$ cat src/rtl/demux32_1to4_stage_pkg.sv
// Shared definitions for the 1-to-4 steering stage: lane indices,
// default sizes and the lane-index decoder.
package demux32_1to4_stage_pkg;

  localparam logic [1:0] LANE1 = 2'b00;
  localparam logic [1:0] LANE2 = 2'b01;
  localparam logic [1:0] LANE3 = 2'b10;
  localparam logic [1:0] LANE4 = 2'b11;

  localparam int DEF_WIDTH = 32;
  localparam int DEF_CNT_W = 8;

  // One-hot write-enable pattern for a lane index; bit 0 is lane1.
  function automatic logic [3:0] lane_onehot(input logic [1:0] lane);
    logic [3:0] oh;
    case (lane)
      LANE1:   oh = 4'b0001;
      LANE2:   oh = 4'b0010;
      LANE3:   oh = 4'b0100;
      LANE4:   oh = 4'b1000;
      default: oh = 4'b0000;
    endcase
    return oh;
  endfunction

endpackage

$ cat src/rtl/demux32_1to4_stage_lane_hold_reg.sv
// One consumer lane: a single-entry holding register with valid bit,
// a write port from the steering logic and a delivered-word counter.
module lane_hold_reg
  import demux32_1to4_stage_pkg::*;
#(
  parameter int WIDTH = DEF_WIDTH,
  parameter int CNT_W = DEF_CNT_W
) (
  input  logic             clk,
  input  logic             rst_n,
  input  logic             i_wr_en,
  input  logic [WIDTH-1:0] i_wr_data,
  input  logic             i_rd_ready,
  output logic             o_valid,
  output logic [WIDTH-1:0] o_data,
  output logic [CNT_W-1:0] o_cnt
);

  logic             r_valid;
  logic [WIDTH-1:0] r_data;
  logic [CNT_W-1:0] r_cnt;
  logic             w_drain;

  // A drain only happens when the register actually holds a word.
  assign w_drain = r_valid & i_rd_ready;

  // Holding register: a write wins over a same-cycle drain, so a draining
  // lane refills without a bubble.
  always_ff @(posedge clk or negedge rst_n) begin
    if (!rst_n) begin
      r_valid <= 1'b0;
      r_data  <= {WIDTH{1'b0}};
    end else if (i_wr_en) begin
      r_valid <= 1'b1;
      r_data  <= i_wr_data;
    end else if (w_drain) begin
      r_valid <= 1'b0;
      r_data  <= r_data;
    end else begin
      r_valid <= r_valid;
      r_data  <= r_data;
    end
  end

  // Delivered-word counter; wraps silently at its width.
  always_ff @(posedge clk or negedge rst_n) begin
    if (!rst_n) begin
      r_cnt <= {CNT_W{1'b0}};
    end else if (w_drain) begin
      r_cnt <= r_cnt + CNT_W'(1);
    end else begin
      r_cnt <= r_cnt;
    end
  end

  assign o_valid = r_valid;
  assign o_data  = r_data;
  assign o_cnt   = r_cnt;

endmodule

$ cat src/rtl/demux32_1to4_stage.sv
// Registered 1-to-4 steering stage: routes one producer word per cycle into
// the lane chosen by {sel1,sel2}; each lane is an independent holding register.
module demux32_1to4_stage
  import demux32_1to4_stage_pkg::*;
#(
  parameter int WIDTH = DEF_WIDTH,
  parameter int CNT_W = DEF_CNT_W
) (
  input  logic             clk,
  input  logic             rst_n,
  input  logic             in_valid,
  output logic             in_ready,
  input  logic [WIDTH-1:0] in_data,
  input  logic             sel1,
  input  logic             sel2,
  output logic             out1_valid,
  output logic             out2_valid,
  output logic             out3_valid,
  output logic             out4_valid,
  input  logic             out1_ready,
  input  logic             out2_ready,
  input  logic             out3_ready,
  input  logic             out4_ready,
  output logic [WIDTH-1:0] out1_data,
  output logic [WIDTH-1:0] out2_data,
  output logic [WIDTH-1:0] out3_data,
  output logic [WIDTH-1:0] out4_data,
  output logic [CNT_W-1:0] cnt1,
  output logic [CNT_W-1:0] cnt2,
  output logic [CNT_W-1:0] cnt3,
  output logic [CNT_W-1:0] cnt4
);

  logic [1:0]       w_lane;
  logic [3:0]       w_wr_en;
  logic [3:0]       w_lane_valid;
  logic [3:0]       w_lane_ready;
  logic [WIDTH-1:0] w_lane_data [4];
  logic [CNT_W-1:0] w_lane_cnt  [4];
  logic             w_sel_full;
  logic             w_sel_ready;
  logic             w_accept;

  assign w_lane       = {sel1, sel2};
  assign w_lane_ready = {out4_ready, out3_ready, out2_ready, out1_ready};

  // Full/ready of the selected lane only; other lanes never block the producer
  // and a stalled lane blocks it even if others are empty (no reordering).
  always_comb begin
    w_sel_full  = 1'b0;
    w_sel_ready = 1'b0;
    case (w_lane)
      LANE1: begin
        w_sel_full  = w_lane_valid[0];
        w_sel_ready = w_lane_ready[0];
      end
      LANE2: begin
        w_sel_full  = w_lane_valid[1];
        w_sel_ready = w_lane_ready[1];
      end
      LANE3: begin
        w_sel_full  = w_lane_valid[2];
        w_sel_ready = w_lane_ready[2];
      end
      LANE4: begin
        w_sel_full  = w_lane_valid[3];
        w_sel_ready = w_lane_ready[3];
      end
      default: begin
        w_sel_full  = 1'b0;
        w_sel_ready = 1'b0;
      end
    endcase
  end

  // rst_n gates in_ready so nothing is offered as accepted during reset.
  assign in_ready = rst_n & (~w_sel_full | w_sel_ready);
  assign w_accept = in_valid & in_ready;
  assign w_wr_en  = w_accept ? lane_onehot(w_lane) : 4'b0000;

  for (genvar g = 0; g < 4; g++) begin : g_lane
    lane_hold_reg #(
      .WIDTH (WIDTH),
      .CNT_W (CNT_W)
    ) u_lane (
      .clk        (clk),
      .rst_n      (rst_n),
      .i_wr_en    (w_wr_en[g]),
      .i_wr_data  (in_data),
      .i_rd_ready (w_lane_ready[g]),
      .o_valid    (w_lane_valid[g]),
      .o_data     (w_lane_data[g]),
      .o_cnt      (w_lane_cnt[g])
    );
  end

  assign out1_valid = w_lane_valid[0];
  assign out2_valid = w_lane_valid[1];
  assign out3_valid = w_lane_valid[2];
  assign out4_valid = w_lane_valid[3];
  assign out1_data  = w_lane_data[0];
  assign out2_data  = w_lane_data[1];
  assign out3_data  = w_lane_data[2];
  assign out4_data  = w_lane_data[3];
  assign cnt1       = w_lane_cnt[0];
  assign cnt2       = w_lane_cnt[1];
  assign cnt3       = w_lane_cnt[2];
  assign cnt4       = w_lane_cnt[3];

endmodule
$ cat config.mk
export PLATFORM = sky130hd
export DESIGN_NAME = demux32_1to4_stage
export DESIGN_NICKNAME = d
export VERILOG_FILES = /design/src/rtl/demux32_1to4_stage_pkg.sv /design/src/rtl/demux32_1to4_stage_lane_hold_reg.sv /design/src/rtl/demux32_1to4_stage.sv
export SDC_FILE = /design/constraint.sdc
export NUM_CORES = 1
export LEC_CHECK = 0
export CAP_MARGIN = 20
export CORE_MARGIN = 2
export CORE_UTILIZATION = 50
export DETAILED_ROUTE_END_ITERATION = 8
export PLACE_DENSITY = 0.95
export SLEW_MARGIN = 20
export SYNTH_ARGS = -nofsm -noshare
export SYNTH_HDL_FRONTEND = slang
export SYNTH_HIERARCHICAL = 1
export SYNTH_SLANG_ARGS = --single-unit
$ cat constraint.sdc
create_clock -name clk -period 4.05 [get_ports clk]
set_input_delay 0.81 -clock clk [delete_from_list [all_inputs] [get_ports clk]]
set_output_delay 0.81 -clock clk [all_outputs]
set_load 0.05 [all_outputs]
== After elaboration in Yosys (flattened, before gate mapping) ==
Cells that the tools add are included.

* Word-level logic and storage cells: 44
* Bits in registers: 164

* Equality and inequality tests: 3
* Bitwise operators: 8
* Reduce and logical (&&, ||, !) cells: 5
* Add/sub/neg operators: 4
* Mux-type cells: 12

{| class="wikitable"
|+ Operators by type and width
! cell !! number
|-
| adder 8 x 1 -> 8 bit, second input constant || 4
|-
| one-hot mux 4 bit (4 select lines) || 1
|-
| 2-to-1 mux 1 bit || 8
|-
| one-hot mux 1 bit (4 select lines) || 2
|-
| nonzero test 2 bit || 4
|-
| AND 1 bit || 6
|-
| equality test 2 bit, second input constant || 2
|-
| 2-to-1 mux 4 bit || 1
|-
| equality test 2 x 1 -> 1 bit, second input constant || 1
|-
| logical NOT 2 bit || 1
|-
| inverter 1 bit || 1
|-
| OR 1 bit || 1
|}

== Logic depth before layout (Yosys ltp) ==
* Word-level depth: 8
* Gate-level depth with buffers: 6
* Mapped depth without buffers: 4

== Modules after synthesis ==
The synthesis kept the hierarchy.

{| class="wikitable"
|+ Modules (own cells, without submodules)
! module !! times used !! area each (µm²) !! sequential area each (µm²) !! cells each
|-
| lane_hold_reg || 4 || 1590.3 || 1026.0 || 100
|-
| demux32_1to4_stage || 1 || 110.1 || 0.0 || 18
|}

== Worst setup path after synthesis ==
No wires, ideal clock.

* Path kind: input -> output
* Start: in out3_ready
* End: out in_ready
* Stages: 3
* Arrival: 2196 ps
* Buffers on the path: 0
* Data required time: 3240 ps
* Setup slack: 1044 ps
* Path through: nand2b_1 > o21ai_0 > a211oi_1

* Longest elaborated chain between the ends: 3

{| class="wikitable"
|+ Ends and longest elaborated chain
! what !! line !! text
|-
| start, declared || demux32_1to4_stage.sv:22 || <nowiki>input logic out3_ready,</nowiki>
|-
| one-hot mux 1 bit (4 select lines) || demux32_1to4_stage.sv:52 || <nowiki>case (w_lane)</nowiki>
|-
| OR 1 bit || demux32_1to4_stage.sv:77 || <nowiki>assign in_ready = rst_n & (~w_sel_full | w_sel_ready);</nowiki>
|-
| AND 1 bit || demux32_1to4_stage.sv:77 ||
|-
| end, declared || demux32_1to4_stage.sv:12 || <nowiki>output logic in_ready,</nowiki>
|}

Every way passes these cells.

== Worst setup path after layout ==
Ends and elaborated chain as after synthesis.

==> results.md <==
- Static leakage: 0.00408 uW
- Mapped Nets: 463
- CP peak stage delay: 550 ps
- Cell family with most CP delay: buffers and inverters
- Setup bufs post-CTS: 0
- Crit share post-route: 74.2%
- Synth-to-Final Area Change: 44.8%
- Synth area leader: dfrtp_1
- Critical R2R Capture: g_lane[3].u_lane/o_data[26]$_DFFE_PN0P_
- Port Buf Inserts: 205
- Area share of the leading cell type in the synthesized netlist: 63.4%
- # IOs: 206
- Final Cell Area: 9370 um2
- Synth Area in Compound Gates: 1.02%
- H-Tree Depth: 4
- DRC viols: 0
- Most frequent cells in the layout: clkdlybuf4s50_1, dfrtp_1, mux2_2, xor2_1
- Dpl cells: 788
- Worst r2r src: g_lane[3].u_lane/o_valid$_DFFE_PN0P_
- First-pass GRT wire length: 25.9 mm
- Max cap viols: 0
- Synth async-reset ratio: 100%
- Initial antenna violation count: 0
- Syn Inst Count: 418
- Unique cell type count in the Yosys netlist: 27
- Post-synthesis sequential area ratio: 63.4%
- CP arrival: 2190 ps
- Max FO, Critical Path: 4
- Most common cell after layout, fill and taps aside: clkdlybuf4s50_1
- Crit path kind: input port to primary output
- Avg Inst Size Synth: 15.5 um2
- Power Dens Cells: 702 nW/um2
- Routed wl met2: 8.15 mm
- Met1 WL: 6.03 mm
- Crit. Startpoint: out3_ready
- Clock sinks: 164
- Final Hold Fails: 0
- GRT Total Usage: 24.0%
- Slew Limit Fails: 0
- Avg WL per Cell: 19.4 um
- Placer Congestion: 0.797
- Layout Utilization: 74.3%
- Routed vias/inst: 5.21
- Reg clk slew, reported paths: 60 ps
- Hold Slack: 162 ps
- Critical Path RT: 3240 ps
- Ant. Diodes: 0
- Largest family of logic cells by synthesized area: multiplexers
- Core area: 12600 um2
- Starting density of the core: 51.3%
- FF-to-FF setup slack: 2100 ps
- CTS tree: done
- Simple-gate share of the synthesized area: 5.92%
- Top post-synthesis cells by area: dfrtp_1, mux2_2, xor2_1
- WL met3: 1.22 mm
- Hpwl dp: 11.0 mm
- Clock Latency Late Sink: 420 ps
- Initial DRC count: 234
- CTS max path bufs: 2
- CP Capture Type: primary output
- Total routed wirelength: 15.9 mm
- CTS resizes: 0
- FMAX: 333 MHz
- Least-Margin Pin Slew: 729 ps
- Vias in the first global route: 4767
- Die Wd: 118 um
- R2R cell count: 5
- Post-synthesis instance area: 6470 um2
- Synth Warn #: 6
- Adder-cell share of the synthesized area: 0.773%
- Remaining antenna violation count after routing: 0
- Clk_skew: 7.64 ps
- Std cell rows: 41
- Final setup fails: 0
- Slowest-stage cell, CP: clkdlybuf4s50_1
- Main synth FF type: dfrtp_1
- Hold crit path type: input port to async pin
- Worst VDD drop: 0.441 mV
- Final setup TNS: 0 ps
- RSZ-0062 raised after global routing: false
- CP Cell Sequence: clkdlybuf4s50_1 -> nand2b_1 -> o21ai_0 -> a211oi_1 -> buf_4
- # nets final: 681
- Min Tclk post-route: 3000 ps
- Worst Setup Start Kind: input port
- Fill count: 812
- Hold_buf cts: 0
- Final instance count without filler cells: 819
- Flop and latch count out of synthesis: 164
- Status: complete, no violations
- Mux contribution to synthesized area: 23.0%
- Die Footprint: 13900 um2
- Rel. slew slack: 51.4%
- Chip height: 118 um
- Root Driver: clkbuf_16
- Grt total ovfl: 0
- Highest metal used: met4
- Via count: 4271
- Largest net degree at the start of global routing: 83
- Critical path buffer and inverter count: 2
- Cts bufs inserted: 17
- Post-synth EDFFs: 0
- Placed cell area: 8720 um2
- Pre-antenna DRT Iters: 4
- XOR/XNOR Fraction of Synth Area: 3.79%
- Ratio of cells with drive above 1 in the final layout: 30.1%
==> worst reg2reg max path, stage by stage (launching register included) <==
cell	delay [ps]
dfrtp_1	440
inv_1	90
o21ai_1	90
nor2_4	460
buf_4	370
mux2_2	390
==> worst max-delay path by stage <==
stage | end | slack (ps) | cells after the start
after floorplan | in_ready | 1040 | 3
after global placement | in_ready | 1150 | 5
after detailed placement | g_lane[3].u_lane/o_data[26]$_DFFE_PN0P_ | 1050 | 5
after CTS | in_ready | 1030 | 5
after global routing | in_ready | 970 | 4
final | in_ready | 1050 | 5
==> metrics by stage <==
stage | setup slack, ps | total power [uW]
after floorplan | 1040 | 3910
after global placement | 1150 | 4820
after detailed placement | 1050 | 4910
after CTS | 1030 | 6620
after global routing | 965 | 6800
final | 1050 | 6580
==> kinds of logic after synthesis <==
logic type      count (synthesis)
fa+ha+maj                       4
xor+xnor                       28
flops                         164
simple gates                   58
buf+inv                        23
mux                           132
compound gates                  9
==> flip-flops by register name (all words and copies together), names as in the netlist <==
register / flops
g_lane.u_lane/o_data: 128
g_lane.u_lane/o_cnt: 32
g_lane.u_lane/o_valid: 4
==> synth_stat cells (5+ instances only) <==
| cell | n |
|---|---|
| dfrtp_1 | 164 |
| nand3_1 | 5 |
| inv_1 | 7 |
| nand2_1 | 17 |
| nor2_1 | 9 |
| xor2_1 | 20 |
| nor3_1 | 5 |
| buf_4 | 12 |
| mux2_2 | 132 |
| xnor2_1 | 8 |
==> report_power, final <==
| group | leakage [uW] | switching, uW | internal (uW) | total [uW] |
|---|---|---|---|---|
| combinational | 0.00177 | 1700 | 921 | 2620 |
| clock | 0.000297 | 616 | 1070 | 1690 |
| sequential | 0.00202 | 271 | 2000 | 2270 |
==> area by class of cell <==
class                           count  area, um2  share of cell area [%]
Sequential cell                   164       4100                    43.8
Tap cell                          172        215                    2.30
Multi-Input combinational cell    231       2250                    24.0
Inverter                            7       26.3                   0.280
Clock inverter                      9        153                    1.63
Clock buffer                       21        470                    5.02
Timing Repair Buffer              215       2150                    22.9
==> metal layers <==
metal  track usage (%)  vias to the layer above
li1                  -                     1890
met1              27.3                     2182
met2              40.7                      159
met3              9.25                       40
met4              10.1                        0
met5                 0                        -
Power figures use the tool's default switching activity.
